`config.mk`:
```
export PLATFORM = sky130hd
export DESIGN_NAME = ppu_fb_writer_flat
export DESIGN_NICKNAME = d
export VERILOG_FILES = /design/src/rtl/ppu_fb_writer_if.sv /design/src/rtl/ppu_fb_writer.sv /design/src/flat_wrapper.sv
export SDC_FILE = /design/constraint.sdc
export NUM_CORES = 1
export LEC_CHECK = 0
export ABC_AREA = 1
export BUFFER_PORTS_ARGS = -buffer_cell sky130_fd_sc_hd__buf_2
export CAP_MARGIN = 5
export CORE_MARGIN = 2
export CORE_UTILIZATION = 59
export CTS_BUF_LIST = sky130_fd_sc_hd__clkbuf_16
export CTS_CLUSTER_SIZE = 28
export DETAILED_ROUTE_END_ITERATION = 7
export GPL_TIMING_DRIVEN = 0
export HOLD_SLACK_MARGIN = 0.03
export PLACE_DENSITY = 0.79
export SYNTH_ARGS = -nofsm -noshare
export SYNTH_HDL_FRONTEND = slang
export SYNTH_SLANG_ARGS = --single-unit
```
`constraint.sdc`:
```
create_clock -name clk_100mhz -period 2.35 [get_ports clk_100mhz]
set_input_delay 0.5875 -clock clk_100mhz [delete_from_list [all_inputs] [get_ports clk_100mhz]]
set_output_delay 0.5875 -clock clk_100mhz [all_outputs]
set_load 0.02 [all_outputs]
```
`src/rtl/ppu_fb_writer_if.sv`:
```
// Pixel stream from the Game Boy PPU into the framebuffer writer.
// A pixel transfers on a cycle where px_valid and px_ready are both high.
interface ppu_fb_writer_if;
  logic       px_valid;
  logic       px_ready;
  logic [1:0] px_color;
  logic       px_sof;

  // PPU side: offers pixels
  modport master (
    output px_valid,
    output px_color,
    output px_sof,
    input  px_ready
  );

  // Framebuffer writer side: accepts pixels
  modport slave (
    input  px_valid,
    input  px_color,
    input  px_sof,
    output px_ready
  );
endinterface

```
`src/rtl/ppu_fb_writer.sv`:
```
// Framebuffer writer: maps PPU colour indices through the DMG palette and
// writes 2-bit shades into port A of the 160x144 framebuffer. Blanks the
// whole framebuffer to shade 0 after reset and whenever the LCD turns off.
module ppu_fb_writer #(
  parameter int WIDTH  = 160,
  parameter int HEIGHT = 144,
  parameter int ADDR_W = 15
) (
  input  logic              clk_100mhz,
  input  logic              rst,
  ppu_fb_writer_if.slave    px,
  input  logic [7:0]        palette,
  input  logic              lcd_on,
  output logic [ADDR_W-1:0] addra,
  output logic [1:0]        dina,
  output logic              wea,
  output logic              frame_done,
  output logic              sync_err,
  output logic              clearing
);

  localparam int X_W = $clog2(WIDTH);
  localparam int Y_W = $clog2(HEIGHT);
  localparam logic [ADDR_W-1:0] LAST_ADDR = ADDR_W'(WIDTH * HEIGHT - 1);
  localparam logic [ADDR_W-1:0] LINE_STEP = ADDR_W'(WIDTH);
  localparam logic [X_W-1:0]    X_LAST    = X_W'(WIDTH - 1);
  localparam logic [Y_W-1:0]    Y_LAST    = Y_W'(HEIGHT - 1);

  typedef enum logic [1:0] {
    S_CLEAR    = 2'd0,
    S_OFF      = 2'd1,
    S_WAIT_SOF = 2'd2,
    S_RUN      = 2'd3
  } state_t;

  state_t            state_reg, state_next;
  logic [ADDR_W-1:0] clr_reg, clr_next;
  logic [X_W-1:0]    x_reg, x_next;
  logic [Y_W-1:0]    y_reg, y_next;
  logic [ADDR_W-1:0] base_reg, base_next;
  logic [ADDR_W-1:0] addra_reg, addra_next;
  logic [1:0]        dina_reg, dina_next;
  logic              wea_reg, wea_next;
  logic              frame_done_reg, frame_done_next;
  logic              sync_err_reg, sync_err_next;

  logic              accept;
  logic [1:0]        shade;
  logic [1:0]        shade_lut [4];

  // Palette lookup table: entry i is the shade for colour index i
  genvar gi;
  generate
    for (gi = 0; gi < 4; gi++) begin : g_pal
      assign shade_lut[gi] = palette[2*gi+1 : 2*gi];
    end
  endgenerate

  // Ready is refused while clearing, and also in the very cycle lcd_on drops
  // so that no pixel is lost half-way into the switch to CLEAR.
  assign px.px_ready = (state_reg != S_CLEAR) && lcd_on;
  assign accept      = px.px_valid && px.px_ready;
  assign shade       = shade_lut[px.px_color];

  assign clearing   = (state_reg == S_CLEAR);
  assign addra      = addra_reg;
  assign dina       = dina_reg;
  assign wea        = wea_reg;
  assign frame_done = frame_done_reg;
  assign sync_err   = sync_err_reg;

  // Next-state, position tracking and write-port decode
  always_comb begin
    state_next      = state_reg;
    clr_next        = clr_reg;
    x_next          = x_reg;
    y_next          = y_reg;
    base_next       = base_reg;
    addra_next      = addra_reg;
    dina_next       = dina_reg;
    wea_next        = 1'b0;
    frame_done_next = 1'b0;
    sync_err_next   = 1'b0;

    if (state_reg == S_CLEAR) begin
      // One blank write per cycle; lcd_on is only looked at once the sweep ends
      wea_next   = 1'b1;
      addra_next = clr_reg;
      dina_next  = 2'b00;
      if (clr_reg == LAST_ADDR) begin
        clr_next   = '0;
        state_next = lcd_on ? S_WAIT_SOF : S_OFF;
      end else begin
        clr_next = clr_reg + 1'b1;
      end
    end else if (!lcd_on) begin
      // LCD switched off beats everything else
      state_next = S_CLEAR;
      clr_next   = '0;
    end else begin
      case (state_reg)
        S_OFF: begin
          // Any pixel accepted here is simply dropped
          state_next = S_WAIT_SOF;
        end
        S_WAIT_SOF: begin
          if (accept && px.px_sof) begin
            wea_next   = 1'b1;
            addra_next = '0;
            dina_next  = shade;
            x_next     = X_W'(1);
            y_next     = '0;
            base_next  = '0;
            state_next = S_RUN;
          end
        end
        S_RUN: begin
          if (accept) begin
            wea_next  = 1'b1;
            dina_next = shade;
            if (px.px_sof) begin
              // Frame start arrived early: restart the frame from this pixel
              sync_err_next = 1'b1;
              addra_next    = '0;
              x_next        = X_W'(1);
              y_next        = '0;
              base_next     = '0;
            end else begin
              addra_next = base_reg + ADDR_W'(x_reg);
              if (x_reg != X_LAST) begin
                x_next = x_reg + 1'b1;
              end else begin
                x_next = '0;
                if (y_reg == Y_LAST) begin
                  frame_done_next = 1'b1;
                  y_next          = '0;
                  base_next       = '0;
                  state_next      = S_WAIT_SOF;
                end else begin
                  y_next    = y_reg + 1'b1;
                  base_next = base_reg + LINE_STEP;
                end
              end
            end
          end
        end
        default: begin
          state_next = S_CLEAR;
        end
      endcase
    end
  end

  // State and registered write-port outputs
  always_ff @(posedge clk_100mhz or posedge rst) begin
    if (rst) begin
      state_reg      <= S_CLEAR;
      clr_reg        <= '0;
      x_reg          <= '0;
      y_reg          <= '0;
      base_reg       <= '0;
      addra_reg      <= '0;
      dina_reg       <= '0;
      wea_reg        <= 1'b0;
      frame_done_reg <= 1'b0;
      sync_err_reg   <= 1'b0;
    end else begin
      state_reg      <= state_next;
      clr_reg        <= clr_next;
      x_reg          <= x_next;
      y_reg          <= y_next;
      base_reg       <= base_next;
      addra_reg      <= addra_next;
      dina_reg       <= dina_next;
      wea_reg        <= wea_next;
      frame_done_reg <= frame_done_next;
      sync_err_reg   <= sync_err_next;
    end
  end

endmodule

```
`src/flat_wrapper.sv`:
```
// flat-port wrapper written by rule: the top's interface ports become plain ports
module ppu_fb_writer_flat 
#(
  parameter int WIDTH  = 160,
  parameter int HEIGHT = 144,
  parameter int ADDR_W = 15
)
  (clk_100mhz, rst, palette, lcd_on, addra, dina, wea, frame_done, sync_err, clearing, px_px_valid, px_px_color, px_px_sof, px_px_ready);
  ppu_fb_writer_if px_i ();
  input  logic clk_100mhz;
  input  logic rst;
  input  logic [7:0] palette;
  input  logic lcd_on;
  output logic [ADDR_W-1:0] addra;
  output logic [1:0] dina;
  output logic wea;
  output logic frame_done;
  output logic sync_err;
  output logic clearing;
  input wire logic [$bits(px_i.px_valid)-1:0] px_px_valid;
  input wire logic [$bits(px_i.px_color)-1:0] px_px_color;
  input wire logic [$bits(px_i.px_sof)-1:0] px_px_sof;
  output wire logic [$bits(px_i.px_ready)-1:0] px_px_ready;
  assign px_i.px_valid = px_px_valid;
  assign px_i.px_color = px_px_color;
  assign px_i.px_sof = px_px_sof;
  assign px_px_ready = px_i.px_ready;
  ppu_fb_writer #(.WIDTH(WIDTH), .HEIGHT(HEIGHT), .ADDR_W(ADDR_W)) u_core (.clk_100mhz(clk_100mhz), .rst(rst), .px(px_i), .palette(palette), .lcd_on(lcd_on), .addra(addra), .dina(dina), .wea(wea), .frame_done(frame_done), .sync_err(sync_err), .clearing(clearing));
endmodule
```
==> results of run 1 <==
-- cell type report --
class / instances / share of cell area [%]
multi-input combinational: 413 / 44.54
sequential: 63 / 35.10
clock buffer: 9 / 5.014
inverter: 59 / 4.986
timing repair buffer: 37 / 4.457
buffer: 15 / 2.535
tap: 77 / 2.145
clock inverter: 7 / 1.226
-- power by group --
part	switching, mW	total (mW)	internal, mW
registers	0.230	1.57	1.34
clock network	0.493	1.29	0.802
logic	0.797	1.21	0.414
total	1.52	4.08	2.56
-- how the worst min path moves through the flow --
stage / from / end / slack [ns] / depth (start not counted)
after floorplan: u_core.y_reg[7]$_DFFE_PP0P_ / u_core.y_reg[7]$_DFFE_PP0P_ / 0.47 / 2
after global placement: u_core.addra[4]$_DFFE_PP0P_ / u_core.addra[4]$_DFFE_PP0P_ / 0.46 / 2
after detailed placement: u_core.addra[6]$_DFFE_PP0P_ / u_core.addra[6]$_DFFE_PP0P_ / 0.47 / 2
after CTS: rst / u_core.base_reg[11]$_DFFE_PP0P_ / 0.31 / 2
after global routing: rst / u_core.base_reg[10]$_DFFE_PP0P_ / 0.34 / 2
final: rst / u_core.base_reg[10]$_DFFE_PP0P_ / 0.29 / 2
-- layer usage --
metal / wire length [microns] / share of wire (%) / vias to the layer above
met1: 4517 / 45 / 1824
met5: 0 / 0 / -
li1: - / - / 1881
met3: 727 / 7.2 / 22
met2: 4658 / 46 / 159
met4: 210 / 2.1 / 0
-- worst reg2reg max path: cells and delay by family, from the launching register on --
kind / cells / cell delay (ns)
and+or+nand+nor: 6 / 0.81
DFF: 1 / 0.42
buffers and inverters: 2 / 0.24
adders and majority gates: 1 / 0.18
AOI/OAI and AO/OA: 1 / 0.08
-- logic make-up after synthesis --
kind of cell / synth area share [%]
xor+xnor: 2.238
flops: 40.28
simple gates: 35.20
compound gates: 11.03
buf+inv: 8.600
other cells: 0.09582
fa+ha+maj: 2.558
-- per-stage QoR --
stage | TNS, ns | setup slack (ns) | instances | instance area (sq um) | utilization (%)
floorplan | 0 | 0.1928 | 550 | 3914 | -
global placement | -37.53 | -0.6001 | 663 | 4190 | 65.62
detailed placement | 0 | 0.4095 | 664 | 4210 | 65.93
CTS | 0 | 0.05864 | 680 | 4491 | 70.32
global route | 0 | 0.1683 | 680 | 4492 | 70.34
finish | 0 | 0.2391 | 680 | 4492 | 70.34
-- what timing repair did --
item / in CTS / in global routing
hold buffers: 0 / 0
setup endpoints to repair: 0 / 1
resized for setup: 0 / 2
-- layout by cell type (no fill, tap or decap), types with 6 or more instances in the layout --
| cell | count |
|---|---|
| sky130_fd_sc_hd__xor2_1 | 7 |
| sky130_fd_sc_hd__dfrtp_1 | 63 |
| sky130_fd_sc_hd__o21ai_1 | 13 |
| sky130_fd_sc_hd__clkbuf_16 | 9 |
| sky130_fd_sc_hd__nor2_1 | 67 |
| sky130_fd_sc_hd__buf_6 | 6 |
| sky130_fd_sc_hd__nand2_1 | 167 |
| sky130_fd_sc_hd__nand3_1 | 43 |
| sky130_fd_sc_hd__inv_1 | 52 |
| sky130_fd_sc_hd__nand4_1 | 15 |
| sky130_fd_sc_hd__o21ai_0 | 35 |
| sky130_fd_sc_hd__nor3_1 | 8 |
| sky130_fd_sc_hd__a21oi_1 | 16 |
| sky130_fd_sc_hd__ha_1 | 8 |
| sky130_fd_sc_hd__buf_2 | 42 |
==> impl_summary.log, run 1 <==
INFO  metric run_status = complete, no violations
INFO  metric ys_seq_area_share = approximately two fifths
INFO  metric yosys.area.top_type_share = 40.28%
INFO  metric timing.critical_path.slowest_stage_cell = sky130_fd_sc_hd__dfrtp_1
INFO  metric combined_area_of_the_multi_input_logic_cells = 0.002001 sq mm
INFO  metric worst_clock_skew = between 0.005 and 0.006 ns
INFO  metric syn-mean-instance-area = roughly 7.1 sq um
INFO  metric grt_overflow = 0
INFO  metric clock-sinks = 63
INFO  metric maxClockFrequency = around 0.47 GHz
INFO  metric timing.critical_path.depth = 3
INFO  metric post_synth_main_area_contributors = sky130_fd_sc_hd__dfrtp_1 40%, sky130_fd_sc_hd__nand2_1 16%, sky130_fd_sc_hd__nor2_1 6.4%
INFO  metric drt_pass1_iterations = 8
INFO  metric crit-reg2reg-launch = u_core.clr_reg[0]$_DFFE_PP0P_
INFO  metric cts_setup_buffers = 0
INFO  metric gr-max-usage-layer = met2
INFO  metric end_kind = output pin
INFO  metric worstPathRequired = 1.76 ns
INFO  metric cts-htree-levels = 3
INFO  metric synthMostInstantiatedCell = sky130_fd_sc_hd__nand2_1
INFO  metric synthesis.instances = 550
INFO  metric clock_transition_at_the_register_clock_pins_on_the_worst_setup_and_hold_paths_after_cts = 0.06 ns
INFO  metric crit_path_start = u_core.state_reg[0]$_DFFE_PP0P_
INFO  metric buffers_and_inverters_on_the_worst_path = 2
INFO  metric gr-usage-met3 = under 10%
INFO  metric period_share = around nine tenths
INFO  metric critPathTopFamily = buffers and inverters
INFO  metric synth_fp_nets = around 570
INFO  metric max-vdd-ir-drop = roughly 0.92 mV
INFO  metric layout-drive-gt1-share = between 10 and 15%
INFO  metric holdCritPathClass = input port to asynchronous set/reset pin
INFO  metric antenna_violations_before_repair = 0
INFO  metric timing.max_cap.violations = 0
INFO  metric globalplace.congestion = ~0.89
INFO  metric floorplan.die.width = 85.45 microns
INFO  metric arrival = approximately 1.5 ns
INFO  metric unrepaired_setup_endpoints_after_global_routing = no
INFO  metric placement_rows = 29
INFO  metric dr_total_vias = approximately 4,000
INFO  metric reg2regPathDepth = 10
INFO  metric final-seq-area = around 0.0016 sq mm
INFO  metric clk_latency = between 0.3 and 0.4 ns
INFO  metric grt_first_pass_wirelength = around 17,000 microns
INFO  metric drc_errors = 0
INFO  metric endpoint = clearing
INFO  metric grt_start_max_net_pins = 41
INFO  metric power_density = about 910 mW/mm^2
INFO  metric initial_core_util = between 60% and 70%
INFO  metric cts_tree = yes
INFO  metric globalRouteTotalUtil = around 29%
INFO  metric slew_headroom = 63.98%
INFO  metric synth_seq_cells = 63
INFO  metric worst_case_hold_slack = roughly 0.29 ns
INFO  metric global_route.usage.met1 = between 40% and 50%
INFO  metric rrSetupSlack = approximately 0.49 ns
INFO  metric design.die.area = ~0.0073 sq mm
INFO  metric max_slew.worst_pin.slew = 0.5395 ns
INFO  metric antenna_cells = 0
INFO  metric synth.yosys.warnings = 0
INFO  metric finalHoldViolations = 0
INFO  metric mappedNetlistArea = approximately 0.0039 sq mm
INFO  metric totalWireLength = 10,110 microns
INFO  metric die_extent_in_y = roughly 85 microns
INFO  metric chain_of_cells_forming_the_critical_path = nor2_4, clkbuf_2, buf_2
INFO  metric rr_endpoint = u_core.clr_reg[14]$_DFFE_PP0P_
INFO  metric path_max_fanout = 10
INFO  metric number_of_buffers_added_on_ports = 36
INFO  metric netlist.top_cell.by_area = sky130_fd_sc_hd__dfrtp_1
INFO  metric drv_slew = 0
INFO  metric netlist-cell-type-count = 36
INFO  metric crit_path_max_incr_delay = between 0.4 and 0.5 ns
INFO  metric power_leakage = approximately 2.3 nW
INFO  metric synth-edff-count = 0
INFO  metric final_net_count = roughly 620
INFO  metric grtUsageMet2 = 46.16%
INFO  metric core_area = roughly 0.0064 sq mm
INFO  metric hpwl = 7324 microns
INFO  metric layout.filler_cells = ~560
INFO  metric clock-root-buffer = sky130_fd_sc_hd__clkbuf_16
INFO  metric synth_ff_type = sky130_fd_sc_hd__dfrtp_1
INFO  metric via_per_inst = 5.715
INFO  metric crit_type = flop to output pin
INFO  metric ys_top_cells_by_count = 167 x sky130_fd_sc_hd__nand2_1, 67 x sky130_fd_sc_hd__nor2_1, 63 x sky130_fd_sc_hd__dfrtp_1, 52 x sky130_fd_sc_hd__inv_1, 43 x sky130_fd_sc_hd__nand3_1
INFO  metric post_drt_wl_per_cell = between 10 and 15 microns
INFO  metric cts-root-to-sink-buffers = 2
INFO  metric total_power = around 4 mW
INFO  metric postSynth.asyncResetShare = between 90% and 100%
INFO  metric setup.worst_path.start_class = flop
INFO  metric drt_iter0_markers = 264
INFO  metric setup_viol = 0
INFO  metric cts_made_buffers = 9
INFO  metric pin_count = 37
INFO  metric grt_pass1_vias = ~3,600
INFO  metric syn_to_final_growth = 14.77%
INFO  metric detail-route-antenna-nets = 0
INFO  metric minimum_clock_period = approximately 2.1 ns
Power figures use the tool's default switching activity.
==> inputs of run 2 (changes only) <==
Settings changed: CORE_MARGIN 2 to 10, GPL_ROUTABILITY_DRIVEN from default to 0.
==> impl_summary.log, run 2 (synthesis gave the netlist of run 1 again) <==
INFO  metric run_status = complete, no violations
INFO  metric holdCritPathClass = input port to asynchronous set/reset pin
INFO  metric antenna_cells = 0 (unchanged)
INFO  metric post-place-ws = 0.4185 ns (+0.009019 ns)
INFO  metric finalHoldViolations = 0 (unchanged)
INFO  metric dr_total_vias = 3,848 (-0.98%)
INFO  metric maxClockFrequency = 0.4711 GHz (-0.56%)
INFO  metric power_leakage = 2.265 nW (+0.32%)
INFO  metric detail-route-antenna-nets = 0 (unchanged)
INFO  metric worst_clock_skew = 0.009069 ns (+0.003084 ns)
INFO  metric timing.max_cap.violations = 0 (unchanged)
INFO  metric syn_to_final_growth = 15.22%
INFO  metric design.die.area = 0.01029 sq mm (+41%)
INFO  metric worst_case_hold_slack = 0.3226 ns (+0.03232 ns)
INFO  metric die_extent_in_y = 101.4 microns (+19%)
INFO  metric drv_slew = 0 (unchanged)
INFO  metric period_share = 90.33% (+0.50 points)
INFO  metric placement_rows = 29 (unchanged)
INFO  metric grt_pass1_vias = 3,538 (-1.4%)
INFO  metric critPathTopFamily = simple AND/OR/NAND/NOR gates
INFO  metric clock-sinks = 63 (unchanged)
INFO  metric layout-drive-gt1-share = 14.48% (+0.048 points)
INFO  metric worstPathRequired = 1.76 ns (about the same)
INFO  metric setup.worst_path.start_class = flop
INFO  metric clock_transition_at_the_register_clock_pins_on_the_worst_setup_and_hold_paths_after_cts = 0.06 ns (about the same)
INFO  metric clock-root-buffer = sky130_fd_sc_hd__clkbuf_16
INFO  metric crit_path_max_incr_delay = 0.43 ns (about the same)
INFO  metric mostFrequentLayoutCell = sky130_fd_sc_hd__nand2_1
INFO  metric via_per_inst = 5.676 (-0.69%)
INFO  metric globalRouteTotalUtil = 20.34% (-9.0 points)
INFO  metric cts_made_buffers = 9 (unchanged)
INFO  metric end_kind = output pin
INFO  metric internal_cell_power = 2.666 mW (+4.1%)
INFO  metric unrepaired_setup_endpoints_after_global_routing = no
INFO  metric crit_type = flop to output pin
INFO  metric path_max_fanout = 16 (+6)
INFO  metric hpwl = 7657 microns (+4.5%)
INFO  metric max_slew.worst_pin.slew = 0.5992 ns (+0.05976 ns)
INFO  metric post_cts_hold_buffer_count = 0 (unchanged)
INFO  metric core_area = 0.006386 sq mm (unchanged)
INFO  metric totalWireLength = 10,250 microns (+1.4%)
INFO  metric p_sw_share = 35.83% (-1.4 points)
INFO  metric final-seq-area = 0.001577 sq mm (unchanged)
INFO  metric cts-htree-levels = 3 (unchanged)
INFO  metric max-vdd-ir-drop = 0.6947 mV (-24%)
INFO  metric buffers_and_inverters_on_the_worst_path = 2 (unchanged)
INFO  metric commonest_cells_after_routing_fill_and_taps_aside = 167 x sky130_fd_sc_hd__nand2_1, 67 x sky130_fd_sc_hd__nor2_1, 63 x sky130_fd_sc_hd__dfrtp_1
INFO  metric clk_latency = 0.33 ns (about the same)
INFO  metric power_density = 921.1 mW/mm^2 (+1.4%)
INFO  metric final_core_util = 70.61% (+0.27 points)
INFO  metric seq_power_share = 37.7% (-0.9 points)
INFO  metric pwr-share-comb = 29.3% (-0.4 points)
INFO  metric reg2regPathDepth = 7 (-3)
INFO  metric drt_pass1_iterations = 6 (-2)
INFO  metric number_of_buffers_added_on_ports = 36 (unchanged)
INFO  metric arrival = 1.54 ns (+0.02 ns)
INFO  metric setup_viol = 0 (unchanged)
INFO  metric grt_overflow = 0 (unchanged)
INFO  metric layout.filler_cells = 530 (-5.2%)
INFO  metric cts_tree = yes
INFO  metric pin_count = 37 (unchanged)
INFO  metric timing.critical_path.depth = 4 (+1)
INFO  metric post_drt_wl_per_cell = 15.12 microns (+1.7%)
INFO  metric initial_core_util = 61.29% (unchanged)
INFO  metric drt_iter0_markers = 373 (+41%)
INFO  metric final_net_count = 620 (-0.16%)
INFO  metric power_switching = 1.488 mW (-2.1%)
INFO  metric antenna_violations_before_repair = 0 (unchanged)
INFO  metric chain_of_cells_forming_the_critical_path = nor2_4, nor2_4, buf_6, buf_2
INFO  metric clockPowerShare = 32.9% (+1.2 points)
INFO  metric combined_area_of_the_multi_input_logic_cells = 0.002001 sq mm (unchanged)
INFO  metric minimum_clock_period = 2.123 ns (+0.01182 ns)
INFO  metric floorplan.die.width = 101.4 microns (+19%)
INFO  metric cts-root-to-sink-buffers = 2 (unchanged)
INFO  metric grt_first_pass_wirelength = 16,970 microns (+0.99%)
INFO  metric drc_errors = 0 (unchanged)
INFO  metric slew_headroom = 59.99% (-4.0 points)
INFO  metric critPathMostFrequentCell = sky130_fd_sc_hd__nor2_4
INFO  metric timing.final.ws_setup = 0.2273 ns (-0.01182 ns)
INFO  metric timing.critical_path.slowest_stage_cell = sky130_fd_sc_hd__dfrtp_1
INFO  metric grt_start_max_net_pins = 39 (-4.9%)
[run 2: cell count changes in the layout (fill, tap and decap cells not counted)]
| cell | before | now |
|---|---|---|
| sky130_fd_sc_hd__clkbuf_2 | 1 | 0 |
| sky130_fd_sc_hd__clkinv_1 | 5 | 3 |
| sky130_fd_sc_hd__bufinv_16 | 1 | 2 |
[run 2: worst register-to-register path, stage by stage (launching register included)]
cell and delay [ns]:
sky130_fd_sc_hd__dfrtp_1 0.43, sky130_fd_sc_hd__nor2_4 0.40, sky130_fd_sc_hd__inv_1 0.22, sky130_fd_sc_hd__o21ai_1 0.19, sky130_fd_sc_hd__nand3_4 0.14, sky130_fd_sc_hd__buf_2 0.21
sky130_fd_sc_hd__nor2_2 0.14, sky130_fd_sc_hd__a21oi_2 0.07
[run 2: cell type report]
cell class,instances,area share [%]
well taps,77,2.137
clock buffers,9,4.994
repair buffers,37,4.440
inverters,59,4.967
flip-flops and latches,63,34.96
clock inverters,6,1.720
multi-input cells,413,44.37
plain buffers,14,2.414
[run 2: timing repair]
item | CTS | global route
buffers inserted | 0 | 0
setup endpoints to repair | 0 | 1
gates resized for setup | 0 | 0
[run 2: path summary, 6_finish.rpt]
kind | from | to | slack (ns)
max | u_core.state_reg[0]$_DFFE_PP0P_ | px_px_ready | 0.23
min | rst | u_core.base_reg[12]$_DFFE_PP0P_ | 0.32
max reg2reg | u_core.state_reg[0]$_DFFE_PP0P_ | u_core.addra[14]$_DFFE_PP0P_ | 0.44
min reg2reg | u_core.addra[6]$_DFFE_PP0P_ | u_core.addra[6]$_DFFE_PP0P_ | 0.47
max in group asynchronous | rst | u_core.clr_reg[4]$_DFFE_PP0P_ | 1.41
min in group clk_100mhz | u_core.addra[6]$_DFFE_PP0P_ | u_core.addra[6]$_DFFE_PP0P_ | 0.47
[run 2: power groups by stage]
stage                     clock (mW)  combinational, mW  sequential, mW
after floorplan                    0              0.720            1.67
after global placement             0               1.17            1.56
after detailed placement           0               1.22            1.57
after CTS                       1.38               1.22            1.56
after global routing            1.43               1.37            1.61
final                           1.37               1.22            1.57
[run 2: routing by layer]
metal	wire length [microns]	part of all wire, %	GRT usage (%)	vias up
li1	-	-	-	1879
met1	4393	43	27.33	1779
met2	4836	47	32.47	169
met3	849	8.3	3.131	21
met4	172	1.7	7.288	0
met5	0	0	0	-
[run 2: stage by stage]
stage	instance area, sq um	instances	power [mW]	setup TNS (ns)
3_3_place_gp	4190	663	2.734	-36.42
4_1_cts	4513	679	4.160	0
5_1_grt	4509	678	4.398	0
2_1_floorplan	3914	550	2.389	0
6_report	4509	678	4.154	0
3_5_place_dp	4210	664	2.789	0
==> inputs of run 3 (changes only) <==
==> constraint.sdc (replaced) <==
create_clock -name clk_100mhz -period 2.35 [get_ports clk_100mhz]
set_input_delay 0.5875 -clock clk_100mhz [delete_from_list [all_inputs] [get_ports clk_100mhz]]
set_output_delay 0.5875 -clock clk_100mhz [all_outputs]
set_load 0.05 [all_outputs]
==> impl_summary.log, run 3 (synthesis gave the netlist of run 1 again) <==
INFO  metric minimum_clock_period = 2.174 ns (+0.05079 ns)
INFO  metric unrepaired_setup_endpoints_after_global_routing = no
INFO  metric commonest_cells_after_routing_fill_and_taps_aside = 167 x sky130_fd_sc_hd__nand2_1, 67 x sky130_fd_sc_hd__nor2_1, 63 x sky130_fd_sc_hd__dfrtp_1
INFO  metric placed_cells = 664 (unchanged)
INFO  metric grt_first_pass_wirelength = 16,940 microns (-0.21%)
INFO  metric post-place-ws = 0.3191 ns (-0.09943 ns)
INFO  metric grt_start_max_net_pins = 39 (unchanged)
INFO  metric detailroute.wirelength.met3 = 888 microns (+4.6%)
INFO  metric timing.final.ws_setup = 0.1765 ns (-0.05079 ns)
INFO  metric crit_type = flop to output pin
INFO  metric pin_count = 37 (unchanged)
INFO  metric antenna_violations_before_repair = 0 (unchanged)
INFO  metric dr_total_vias = 3,805 (-1.1%)
INFO  metric rrSetupSlack = 0.44 ns (about the same)
INFO  metric arrival = 1.59 ns (+0.05 ns)
INFO  metric cts-root-to-sink-buffers = 2 (unchanged)
INFO  metric power_density = 981.1 mW/mm^2 (+6.5%)
INFO  metric stdcell_area = 0.004509 sq mm (unchanged)
INFO  metric die_extent_in_y = 101.4 microns (unchanged)
INFO  metric placement_rows = 29 (unchanged)
INFO  metric detail-route-antenna-nets = 0 (unchanged)
INFO  metric drt_iter0_markers = 388 (+4.0%)
INFO  metric met2WireLength = 4858 microns (+0.45%)
INFO  metric clock_transition_at_the_register_clock_pins_on_the_worst_setup_and_hold_paths_after_cts = 0.06 ns (about the same)
INFO  metric cts_made_buffers = 9 (unchanged)
INFO  metric post_dp_area = 0.004210 sq mm (unchanged)
INFO  metric drc_errors = 0 (unchanged)
INFO  metric slew_headroom = 60.18% (+0.19 points)
INFO  metric drt_pass1_iterations = 5 (-1)
INFO  metric hpwl = 7657 microns (unchanged)
INFO  metric setup_viol = 0 (unchanged)
INFO  metric max_slew.worst_pin.slew = 0.5964 ns (-0.002786 ns)
INFO  metric path_max_fanout = 16 (unchanged)
INFO  metric syn_to_final_growth = 15.22% (unchanged)
INFO  metric floorplan.die.width = 101.4 microns (unchanged)
INFO  metric cts_setup_buffers = 0 (unchanged)
INFO  metric power_leakage = 2.265 nW (unchanged)
INFO  metric cts_tree = yes
INFO  metric number_of_buffers_added_on_ports = 36 (unchanged)
INFO  metric globalRouteTotalUtil = 20.27% (-0.071 points)
INFO  metric layout-drive-gt1-share = 14.48% (unchanged)
INFO  metric final_net_count = 620 (unchanged)
INFO  metric grt_pass1_vias = 3,531 (-0.20%)
INFO  metric cts-htree-levels = 3 (unchanged)
INFO  metric totalWireLength = 10,260 microns (about the same)
INFO  metric crit-reg2reg-launch = u_core.state_reg[0]$_DFFE_PP0P_
INFO  metric initial_core_util = 61.29% (unchanged)
INFO  metric core_area = 0.006386 sq mm (unchanged)
INFO  metric end_kind = output pin
INFO  metric clk_latency = 0.33 ns (about the same)
INFO  metric grt_overflow = 0 (unchanged)
INFO  metric worst_clock_skew = 0.008429 ns (-0.0006398 ns)
INFO  metric total_power = 4.424 mW (+6.5%)
INFO  metric post_drt_wl_per_cell = 15.13 microns (about the same)
INFO  metric drv_slew = 0 (unchanged)
INFO  metric crit_path_start = u_core.state_reg[0]$_DFFE_PP0P_
INFO  metric route.layer.met1.wl = 4352 microns (-0.93%)
INFO  metric cts_resized = 0 (unchanged)
INFO  metric mostFrequentLayoutCell = sky130_fd_sc_hd__nand2_1
INFO  metric timing.max_cap.violations = 0 (unchanged)
INFO  metric layout.filler_cells = 530 (unchanged)
INFO  metric antenna_cells = 0 (unchanged)
INFO  metric via_per_inst = 5.612 (-1.1%)
INFO  metric max-vdd-ir-drop = 0.8522 mV (+23%)
INFO  metric final_core_util = 70.61% (unchanged)
INFO  metric period_share = 92.49% (+2.2 points)
INFO  metric worstPathRequired = 1.76 ns (about the same)
INFO  metric clock-root-buffer = sky130_fd_sc_hd__clkbuf_16
INFO  metric tns = 0 ns (unchanged)
INFO  metric final_instance_count_without_filler_cells = 678 (unchanged)
INFO  metric finalHoldViolations = 0 (unchanged)
INFO  metric worst_case_hold_slack = 0.3211 ns (-0.001523 ns)
INFO  metric holdCritPathClass = input port to asynchronous set/reset pin
INFO  metric run_status = complete, no violations
INFO  metric dr.max_layer_used = met4
INFO  metric design.die.area = 0.01029 sq mm (unchanged)
INFO  metric maxClockFrequency = 0.4601 GHz (-2.3%)
INFO  metric setup.worst_path.start_class = flop
INFO  metric clock-sinks = 63 (unchanged)
run 3: cell counts in the layout (fill, tap and decap cells not counted):
Identical to the previous run, type by type.
run 3: final timing paths:
kind	to	cells after the start
setup / recovery	px_px_ready	4
hold / removal	u_core.base_reg[12]$_DFFE_PP0P_	2
setup reg to reg	u_core.addra[14]$_DFFE_PP0P_	7
hold reg to reg	u_core.addra[6]$_DFFE_PP0P_	2
max in group asynchronous	u_core.clr_reg[5]$_DFFE_PP0P_	3
min in group clk_100mhz	u_core.addra[6]$_DFFE_PP0P_	2
run 3: worst max-delay path, stage by stage (launching register included):
cell and delay [ns]:
sky130_fd_sc_hd__dfrtp_1 0.43, sky130_fd_sc_hd__nor2_4 0.40, sky130_fd_sc_hd__nor2_4 0.06, sky130_fd_sc_hd__buf_6 0.16, sky130_fd_sc_hd__buf_2 0.21
run 3: area by class of cell:
class | instances | area, sq um | share of cell area [%]
Timing Repair Buffer | 37 | 200.2 | 4.440
Tap cell | 77 | 96.34 | 2.137
Buffer | 14 | 108.9 | 2.414
Clock buffer | 9 | 225.2 | 4.994
Sequential cell | 63 | 1577 | 34.96
Inverter | 59 | 224.0 | 4.967
Clock inverter | 6 | 77.57 | 1.720
Multi-Input combinational cell | 413 | 2001 | 44.37
run 3: power breakdown:
part,switching [mW],internal [mW],leakage (nW)
logic,1.07,0.412,1.28
registers,0.222,1.34,0.836
clock network,0.461,0.910,0.154
total,1.76,2.67,2.27
run 3: layer usage:
metal  global-route usage [%]  vias to the layer above
met1                    27.12                     1754
met3                    3.131                       16
met2                    32.47                      156
met4                    7.288                        0
li1                         -                     1879
met5                        0                        -
run 3: what timing repair did:
item                                    CTS  global route
hold buffers                              0             0
endpoints found under the hold margin     0             0
endpoints found under the setup margin    1             0
